**config.mk**
```make
export PLATFORM = sky130hd
export DESIGN_NAME = fibo_req_seq
export DESIGN_NICKNAME = d
export VERILOG_FILES = /design/src/rtl/fibo_pkg.sv /design/src/rtl/fibo_wdog.sv /design/src/rtl/fibo_req_seq.sv
export SDC_FILE = /design/constraint.sdc
export NUM_CORES = 1
export LEC_CHECK = 0
export CAP_MARGIN = 15
export CELL_PAD_IN_SITES_DETAIL_PLACEMENT = 1
export CELL_PAD_IN_SITES_GLOBAL_PLACEMENT = 1
export CORE_ASPECT_RATIO = 1.5
export CORE_MARGIN = 2
export CORE_UTILIZATION = 40
export DETAILED_ROUTE_END_ITERATION = 10
export GPL_TIMING_DRIVEN = 0
export PLACE_DENSITY_LB_ADDON = 0.12
export SLEW_MARGIN = 20
export SYNTH_ARGS = -nofsm -noshare
export SYNTH_HDL_FRONTEND = slang
export SYNTH_SLANG_ARGS = --single-unit
```
**constraint.sdc**
```tcl
create_clock -name clk -period 4.23 [get_ports clk]
set_input_delay 0.846 -clock clk [delete_from_list [all_inputs] [get_ports clk]]
set_output_delay 0.846 -clock clk [all_outputs]
set_load 0.02 [all_outputs]
```
**src/rtl/fibo_pkg.sv**
```systemverilog
`timescale 1ns/1ps
`default_nettype none
// ============================================================================
// Module   : fibo_pkg
// Brief    : shared types and default widths for the Fibonacci request path
// Revision : 1.0
// ============================================================================
package fibo_pkg;

  localparam int c_data_width    = 64;
  localparam int c_order_width   = 16;
  localparam int c_timeout_width = 20;

  typedef enum logic [1:0] {
    RSP_OK       = 2'b00,
    RSP_ERROR    = 2'b01,
    RSP_OVERFLOW = 2'b10,
    RSP_TIMEOUT  = 2'b11
  } rsp_status_t;

  typedef enum logic [2:0] {
    ST_IDLE  = 3'd0,
    ST_LOAD1 = 3'd1,
    ST_LOAD2 = 3'd2,
    ST_WAIT  = 3'd3,
    ST_CLEAR = 3'd4,
    ST_RESP  = 3'd5
  } seq_state_t;

endpackage
`default_nettype wire

```
**src/rtl/fibo_wdog.sv**
```systemverilog
`timescale 1ns/1ps
`default_nettype none
// ============================================================================
// Module   : fibo_wdog
// Brief    : WAIT-state watchdog counter with enable and synchronous clear
// Revision : 1.0
// ============================================================================
module fibo_wdog
  import fibo_pkg::*;
#(
  parameter int TIMEOUT_WIDTH = c_timeout_width
) (
  input  logic clk,
  input  logic reset_n,
  input  logic en,
  input  logic clr,
  output logic expired
);

  // The increment that lands on all-ones happens in the expiring cycle.
  localparam logic [TIMEOUT_WIDTH-1:0] c_last = ~TIMEOUT_WIDTH'(1);

  logic [TIMEOUT_WIDTH-1:0] r_count;

  always_ff @(posedge clk or negedge reset_n) begin
    if (!reset_n) begin
      r_count <= '0;
    end else if (clr) begin
      r_count <= '0;
    end else if (en) begin
      r_count <= r_count + 1'b1;
    end
  end

  assign expired = en && (r_count == c_last);

endmodule
`default_nettype wire

```
**src/rtl/fibo_req_seq.sv**
```systemverilog
`timescale 1ns/1ps
`default_nettype none
// ============================================================================
// Module   : fibo_req_seq
// Brief    : request/response sequencer driving the Fibonacci generator
// Revision : 1.0
// ============================================================================
module fibo_req_seq
  import fibo_pkg::*;
#(
  parameter int DATA_WIDTH    = c_data_width,
  parameter int ORDER_WIDTH   = c_order_width,
  parameter int TIMEOUT_WIDTH = c_timeout_width
) (
  input  logic                   clk,
  input  logic                   reset_n,
  input  logic                   req_valid,
  output logic                   req_ready,
  input  logic [DATA_WIDTH-1:0]  req_data,
  input  logic [ORDER_WIDTH-1:0] req_order,
  output logic                   rsp_valid,
  input  logic                   rsp_ready,
  output logic [DATA_WIDTH-1:0]  rsp_data,
  output logic [1:0]             rsp_status,
  output logic                   gen_load,
  output logic                   gen_clear,
  output logic [DATA_WIDTH-1:0]  gen_data,
  output logic [ORDER_WIDTH-1:0] gen_order,
  input  logic                   gen_done,
  input  logic                   gen_error,
  input  logic                   gen_overflow,
  input  logic [DATA_WIDTH-1:0]  gen_result
);

  seq_state_t             r_state, w_state_nxt;
  logic [DATA_WIDTH-1:0]  r_data, w_data_nxt;
  logic [ORDER_WIDTH-1:0] r_order, w_order_nxt;
  logic [DATA_WIDTH-1:0]  r_result, w_result_nxt;
  rsp_status_t            r_status, w_status_nxt;

  logic                   w_req_ready_nxt;
  logic                   w_rsp_valid_nxt;
  logic                   w_gen_load_nxt;
  logic                   w_gen_clear_nxt;
  logic                   w_hold;
  logic [DATA_WIDTH-1:0]  w_gen_data_nxt;
  logic [ORDER_WIDTH-1:0] w_gen_order_nxt;

  logic                   w_wdog_en;
  logic                   w_wdog_clr;
  logic                   w_wdog_expired;

  assign w_wdog_en  = (r_state == ST_WAIT);
  assign w_wdog_clr = (r_state == ST_RESP) && rsp_ready;

  fibo_wdog #(
    .TIMEOUT_WIDTH(TIMEOUT_WIDTH)
  ) u_wdog (
    .clk     (clk),
    .reset_n (reset_n),
    .en      (w_wdog_en),
    .clr     (w_wdog_clr),
    .expired (w_wdog_expired)
  );

  always_comb begin
    w_state_nxt  = r_state;
    w_data_nxt   = r_data;
    w_order_nxt  = r_order;
    w_result_nxt = r_result;
    w_status_nxt = r_status;

    case (r_state)
      ST_IDLE: begin
        if (req_valid) begin
          w_data_nxt  = req_data;
          w_order_nxt = req_order;
          w_state_nxt = ST_LOAD1;
        end
      end
      ST_LOAD1: w_state_nxt = ST_LOAD2;
      ST_LOAD2: w_state_nxt = ST_WAIT;
      ST_WAIT: begin
        // done > overflow > error > watchdog
        if (gen_done) begin
          w_result_nxt = gen_result;
          w_status_nxt = RSP_OK;
          w_state_nxt  = ST_RESP;
        end else if (gen_overflow) begin
          w_result_nxt = gen_result;
          w_status_nxt = RSP_OVERFLOW;
          w_state_nxt  = ST_CLEAR;
        end else if (gen_error) begin
          w_result_nxt = '0;
          w_status_nxt = RSP_ERROR;
          w_state_nxt  = ST_CLEAR;
        end else if (w_wdog_expired) begin
          w_result_nxt = '0;
          w_status_nxt = RSP_TIMEOUT;
          w_state_nxt  = ST_CLEAR;
        end
      end
      ST_CLEAR: w_state_nxt = ST_RESP;
      ST_RESP: begin
        if (rsp_ready) begin
          w_state_nxt = ST_IDLE;
        end
      end
      default: w_state_nxt = ST_IDLE;
    endcase

    // The generator samples order during its ADD state, so hold through WAIT.
    w_hold = (w_state_nxt == ST_LOAD1) || (w_state_nxt == ST_LOAD2) ||
             (w_state_nxt == ST_WAIT);

    w_gen_data_nxt  = w_hold ? w_data_nxt  : '0;
    w_gen_order_nxt = w_hold ? w_order_nxt : '0;
    w_req_ready_nxt = (w_state_nxt == ST_IDLE);
    w_rsp_valid_nxt = (w_state_nxt == ST_RESP);
    w_gen_load_nxt  = (w_state_nxt == ST_LOAD1) || (w_state_nxt == ST_LOAD2);
    w_gen_clear_nxt = (w_state_nxt == ST_CLEAR);
  end

  always_ff @(posedge clk or negedge reset_n) begin
    if (!reset_n) begin
      r_state   <= ST_IDLE;
      r_data    <= '0;
      r_order   <= '0;
      r_result  <= '0;
      r_status  <= RSP_OK;
      req_ready <= 1'b1;
      rsp_valid <= 1'b0;
      gen_load  <= 1'b0;
      gen_clear <= 1'b0;
      gen_data  <= '0;
      gen_order <= '0;
    end else begin
      r_state   <= w_state_nxt;
      r_data    <= w_data_nxt;
      r_order   <= w_order_nxt;
      r_result  <= w_result_nxt;
      r_status  <= w_status_nxt;
      req_ready <= w_req_ready_nxt;
      rsp_valid <= w_rsp_valid_nxt;
      gen_load  <= w_gen_load_nxt;
      gen_clear <= w_gen_clear_nxt;
      gen_data  <= w_gen_data_nxt;
      gen_order <= w_gen_order_nxt;
    end
  end

  assign rsp_data   = r_result;
  assign rsp_status = r_status;

endmodule
`default_nettype wire

```
==> impl_metrics.ini, run 1 <==
[run_status]
outcome = finished, final reports clean

[global_route]
gr-total-overflow = 0
grt_pass1_vias = 8063
antenna_found_initial = 1
grt_pass1_wl_microns = 44600
grt_usage_pct = 21.5
grt_max_degree = 101

[setup_path]
cp-start-kind = input pin
reg2regPathDepth = 5
critPathRequiredTime_ps = 4640
worstReg2RegEnd = gen_data[51]$_DFF_PN0_
critPathLaunch = req_valid
reg2reg_from = r_state[2]$_DFF_PN0_
path_max_fanout = 10
r2r_slack_ps = 1810
end_kind = register
critPathKind = input pin to register
arrival_ps = 3050

[floorplanning]
core_area_sq_um = 25000
ioPinCount = 301
rows = 71
die_area_sq_um = 26600
die_w_microns = 134
die_h_microns = 199
start_util_pct = 40.5

[clock_network]
cts_tree = done
root_buffer = clkbuf_16
cts_setup_buffers = 0
cts_max_level = 1
cts-resized-gates = 0
ctsHoldBuffers = 0
numCtsBuffers = 26
cts_max_path_buffers = 3
clock-sinks = 253
clkLatencyLatePin_ps = 540
path_clk_slew_ps = 60

[placed_design]
io_buffers = 300
finalWeightedCongestion = 0.765
dp_hpwl_microns = 20400
place_inst = 1414
dpl_cell_area_sq_um = 13600

[route]
drtPass1Iterations = 4
via_per_inst = 4.96
finalWirelength_microns = 28100
detail_route.iter0.violations = 244
vias = 7240
wl_per_cell_microns = 19.3
drc_errors = 0
ant_nets = 0

[timing]
worst_pin_slew_ps = 745
tns_ps = 0
finalHoldViolCount = 0
whs_ps = 336
setup_violations = 0
relSlewSlack_pct = 50.1
fin_crit_sh_pct = 62.3
slew_viol_final = 0
grt_setup_unrepaired = false
fmax_ghz = 0.380
skew_ps = 15.1
period_needed_ps = 2630

[yosys]
yosysTopAreaCellShare_pct = 62.4
synth_warnings = 0
synth_seq_cells = 253
avgSynthCellArea_sq_um = 12.9
synth-edff-count = 0
syn_area_sq_um = 10100
yosys.area.top_type = dfrtp_1
syn_nets = 937
syn_inst = 784
yosysUniqueCellTypes = 53
synth_flop_cell = dfrtp_1
synthTopCellsByArea = dfrtp_1 (62%), mux2_2 (8.9%), a22oi_1 (4.8%), nor2b_1 (3.5%), o21ai_2 (3.5%)
ys_top_cells_by_count = dfrtp_1 (252), mux2_2 (80), inv_1 (67), a22oi_1 (65), nor2b_1 (56)
yosysMostFrequentCell = dfrtp_1
async_reset_ff_share_pct = 100
yosysSeqAreaShare_pct = 62.7

[layout]
layout-drive-gt1-share_pct = 16.8
nNetsFinal = 1267
multi_input_area_sq_um = 3240
seqCellArea_sq_um = 6330
fillers = 2551
area_delta_synth_final_pct = 42.9
final_cell_area_sq_um = 14400
finalNonFillerCells = 1461

[pwr]
p_switching_mw = 4.08
intPower_mw = 7.40
clkPwrFrac_pct = 20.0
ir_worst_vdd_uv = 549
p_comb_share_pct = 44.1
power_density_nw_per_um2 = 796
switching_share_pct = 35.6
p_seq_share_pct = 35.9
p_leak_nw = 6.26

[min_path]
hp-class = input pin to async pin

[run]
max-cap-violations = 0
## through the flow
stage	power (mW)	setup WS, ps	utilization, %
global placement	9.11	-8740	54.1
CTS	11.7	1570	57.8
floorplan	7.02	2230	-
global route	12.2	1540	57.8
detailed placement	9.28	1020	54.4
finish	11.5	1600	57.8
## power by group through the flow
| stage | clock network (mW) | logic [mW] | registers (mW) |
|---|---|---|---|
| floorplan | 0 | 2.16 | 4.86 |
| global placement | 0 | 5.00 | 4.12 |
| detailed placement | 0 | 5.11 | 4.16 |
| finish | 2.30 | 5.06 | 4.12 |
| CTS | 2.37 | 5.15 | 4.14 |
| global route | 2.46 | 5.52 | 4.26 |
## how the worst max path moves through the flow
stage,end,slack (ps),cells past startpoint
detailed placement,gen_order[3]$_DFF_PN0_,1020,5
floorplan,gen_data[18]$_DFF_PN0_,2230,4
CTS,gen_order[3]$_DFF_PN0_,1570,5
finish,gen_data[51]$_DFF_PN0_,1600,5
global route,gen_order[3]$_DFF_PN0_,1540,5
global placement,gen_data[1]$_DFF_PN0_,-8740,1
## sequential cells by signal, summed over array words and instances (netlist names)
| register | flops |
|---|---|
| gen_data | 64 |
| gen_load | 1 |
| gen_clear | 1 |
| rsp_status | 2 |
| u_wdog.r_count | 20 |
| req_ready | 1 |
| r_data | 64 |
| r_order | 16 |
| rsp_data | 64 |
| rsp_valid | 1 |
| r_state | 3 |
| gen_order | 16 |
## worst max-delay path, stage by stage
cell	delay (ps)
clkdlybuf4s50_1	580
nor4b_4	660
buf_2	390
mux2_2	390
and2b_1	170
## logic make-up (layout without fill, tap and decap cells)
logic type,count (synthesis),count (layout),synth area share (%)
other,0,1,0
DFF,253,253,62.7
adders and majority gates,2,2,0.248
AOI/OAI and AO/OA,166,166,12.0
xor gates and xnor gates,6,6,0.520
muxes,82,82,9.12
and+or+nand+nor,161,161,10.2
buffers and inverters,114,462,5.25
## layout by cell type (no fill, tap or decap), drive strengths merged, types with 3 or more instances in the layout
cell type and n:
and2b 24, o31ai 5, nand4b 3, and2 3
and4 3, dfrtp 252, nand2 14, nor4 3
inv 67, a21oi 12, o21ai 74, or4 5
mux2 80, nor3 3, a22oi 65, nor2b 56
buf 27, xnor2 4, clkdlybuf4s50 299, nand3 8
clkbuf 65, nor2 16, nand4 7, or3 6
## area by class of cell
type	instances	area share, %
sequential	253	43.9
multi-input combinational	417	22.4
timing repair buffer	302	21.2
clock buffer	42	5.42
tap	328	2.84
buffer	47	1.93
inverter	67	1.74
clock inverter	4	0.486
antenna	1	0.0173
## layer usage
| metal | track usage (%) | wire length (microns) | vias to the layer above | part of all wire, % |
|---|---|---|---|---|
| met3 | 6.52 | 2130 | 56 | 7.6 |
| met5 | 0 | 0 | - | 0 |
| li1 | - | - | 3347 | - |
| met1 | 23.2 | 10200 | 3602 | 36 |
| met4 | 8.23 | 1070 | 0 | 3.8 |
| met2 | 39.1 | 14800 | 235 | 53 |
Note: power is estimated with default switching activity, not from simulation.
==> run 2: changes to the inputs <==
--- a/config.mk
+++ b/config.mk
@@ -10,7 +10,7 @@
 export CELL_PAD_IN_SITES_GLOBAL_PLACEMENT = 1
 export CORE_ASPECT_RATIO = 1.5
 export CORE_MARGIN = 2
-export CORE_UTILIZATION = 40
+export CORE_UTILIZATION = 34
 export DETAILED_ROUTE_END_ITERATION = 10
 export GPL_TIMING_DRIVEN = 0
 export PLACE_DENSITY_LB_ADDON = 0.12
==> constraint.sdc (replaced) <==
create_clock -name clk -period 2.3 [get_ports clk]
set_input_delay 0.46 -clock clk [delete_from_list [all_inputs] [get_ports clk]]
set_output_delay 0.46 -clock clk [all_outputs]
set_load 0.02 [all_outputs]
==> run 2 against run 1 <==
Compared with the run above: combinational power increased by 85%; flip-flop and latch count unchanged; sequential share of layout area fell by 0.65 points; clock skew grew 8.0 ps; hold slack better by 150 ps; clock power increased by 94%; global-route usage shrank 2.9 points.
==> impl_metrics.ini, run 2 (synthesis gave the netlist of run 1 again) <==
[timing]
skew_ps = 23.1
fmax_ghz = 0.469
slew_viol_final = 0
relSlewSlack_pct = 58.7
tns_ps = 0
worst_pin_slew_ps = 613
finalHoldViolCount = 0
period_needed_ps = 2130
grt_setup_unrepaired = false
fin_crit_sh_pct = 92.6
setup_violations = 0

[setup_path]
cp_top_family = buffers and inverters
worstReg2RegEnd = gen_data[42]$_DFF_PN0_
slowest_delay_ps = 610
endpoint = req_ready
cp.depth = 1
reg2regPathDepth = 8
critPathLaunch = req_ready$_DFF_PN1_
reg2reg_from = r_state[1]$_DFF_PN0_
critPathKind = register to output pin
critPathBufInv = 1
r2r_slack_ps = 220
cp-start-kind = register
cp_slowest_cell = clkdlybuf4s50_1
end_kind = output pin
crit_path_cell_trace = clkdlybuf4s50_1
critPathRequiredTime_ps = 1840
path_max_fanout = 1
arrival_ps = 1670

[pwr]
p_comb_share_pct = 43.7
p_seq_share_pct = 35.4
intPower_mw = 13.8
clkPwrFrac_pct = 20.9
switching_share_pct = 35.2
p_leak_nw = 6.34
p_switching_mw = 7.53
ir_worst_vdd_uv = 789
power_density_nw_per_um2 = 1460

[route]
via_per_inst = 4.73
ant_nets = 0
drtPass1Iterations = 4
detail_route.iter0.violations = 273
drc_errors = 0
wl_per_cell_microns = 18.3
finalWirelength_microns = 28100
vias = 7264

[floorplanning]
ioPinCount = 301
start_util_pct = 34.4
die_w_microns = 145
die_h_microns = 215
rows = 77
core_area_sq_um = 29400
die_area_sq_um = 31100

[run]
max-cap-violations = 0

[placed_design]
dpl_cell_area_sq_um = 13700
dp_hpwl_microns = 20600
finalWeightedCongestion = 0.746
io_buffers = 300

[global_route]
gr-total-overflow = 0
grt_usage_pct = 18.5
grt_pass1_wl_microns = 44800
antenna_found_initial = 2
grt_max_degree = 94
grt_pass1_vias = 8138

[clock_network]
cts_max_path_buffers = 3
cts_tree = done
clock-sinks = 253
root_buffer = clkbuf_16
numCtsBuffers = 26
path_clk_slew_ps = 70
clkLatencyLatePin_ps = 540
cts_max_level = 1

[layout]
final_common_cell = clkdlybuf4s50_1
nNetsFinal = 1271
multi_input_area_sq_um = 3240
final_cell_area_sq_um = 14700
seqCellArea_sq_um = 6330
fillers = 3092
layout-drive-gt1-share_pct = 18.7
area_delta_synth_final_pct = 45.1
fin_util_pct = 49.9
layout_common_cells = clkdlybuf4s50_1 (299), dfrtp_1 (250), mux2_2 (80)

[min_path]
hp-class = register to register

[run_status]
outcome = finished, final reports clean
## run 2: what timing repair did
action,CTS,global route
resized for setup,0,22
pin swaps,2,1
hold endpoints to repair,69,0
buffers inserted,2,2
hold buffers,1,0
setup endpoints to repair,160,88
## run 2: power by group through the flow
stage	sequential, mW	clock [mW]	combinational, mW
final	7.56	4.46	9.34
after global placement	7.60	0	9.23
after global routing	7.84	4.77	10.2
after floorplan	8.94	0	3.98
after CTS	7.59	4.62	9.52
after detailed placement	7.66	0	9.41
## run 2: worst min-delay path by stage
stage                          from              endpoint  cells past startpoint
6_report       r_data[55]$_DFF_PN0_  r_data[55]$_DFF_PN0_                      1
3_3_place_gp   r_order[3]$_DFF_PN0_  r_order[3]$_DFF_PN0_                      1
2_1_floorplan               reset_n   gen_clear$_DFF_PN0_                      0
4_1_cts        r_order[3]$_DFF_PN0_  r_order[3]$_DFF_PN0_                      1
5_1_grt        r_data[25]$_DFF_PN0_  r_data[25]$_DFF_PN0_                      1
3_5_place_dp   r_data[34]$_DFF_PN0_  r_data[34]$_DFF_PN0_                      1
## run 2: routing by layer
layer	track usage [%]	share of wire [%]	vias up	wire length [microns]
met3	6.66	9.3	46	2610
li1	-	-	3351	-
met2	33.7	53	221	14900
met4	6.15	3.2	0	912
met5	0.493	0	-	0
met1	19.4	35	3646	9700
## run 2: layout make-up
cell class / instances / area share, %
Sequential cell: 253 / 43.2
Multi-Input combinational cell: 417 / 22.1
Timing Repair Buffer: 307 / 21.4
Clock buffer: 38 / 5.30
Tap cell: 395 / 3.37
Buffer: 46 / 1.96
Inverter: 67 / 1.72
Clock inverter: 10 / 0.922
Antenna cell: 2 / 0.0342
## run 2: through the flow
| step | instances | hold slack, ps | setup WS (ps) | power (mW) |
|---|---|---|---|---|
| after floorplan | 784 | 164 | 435 | 12.9 |
| after global placement | 1479 | 474 | -10620 | 16.8 |
| after detailed placement | 1481 | 480 | -604 | 17.1 |
| after CTS | 1532 | 494 | 5.51 | 21.7 |
| after global routing | 1535 | 508 | 33.4 | 22.8 |
| final | 1535 | 489 | 170 | 21.4 |
## run 2: worst register-to-register path, delay by kind of cell, from the launching register on
family / cells / cell delay [ps]
buffers and inverters: 4 / 820
flip-flops: 1 / 320
AND/OR/NAND/NOR: 3 / 530
AO/OA/AOI/OAI: 1 / 300
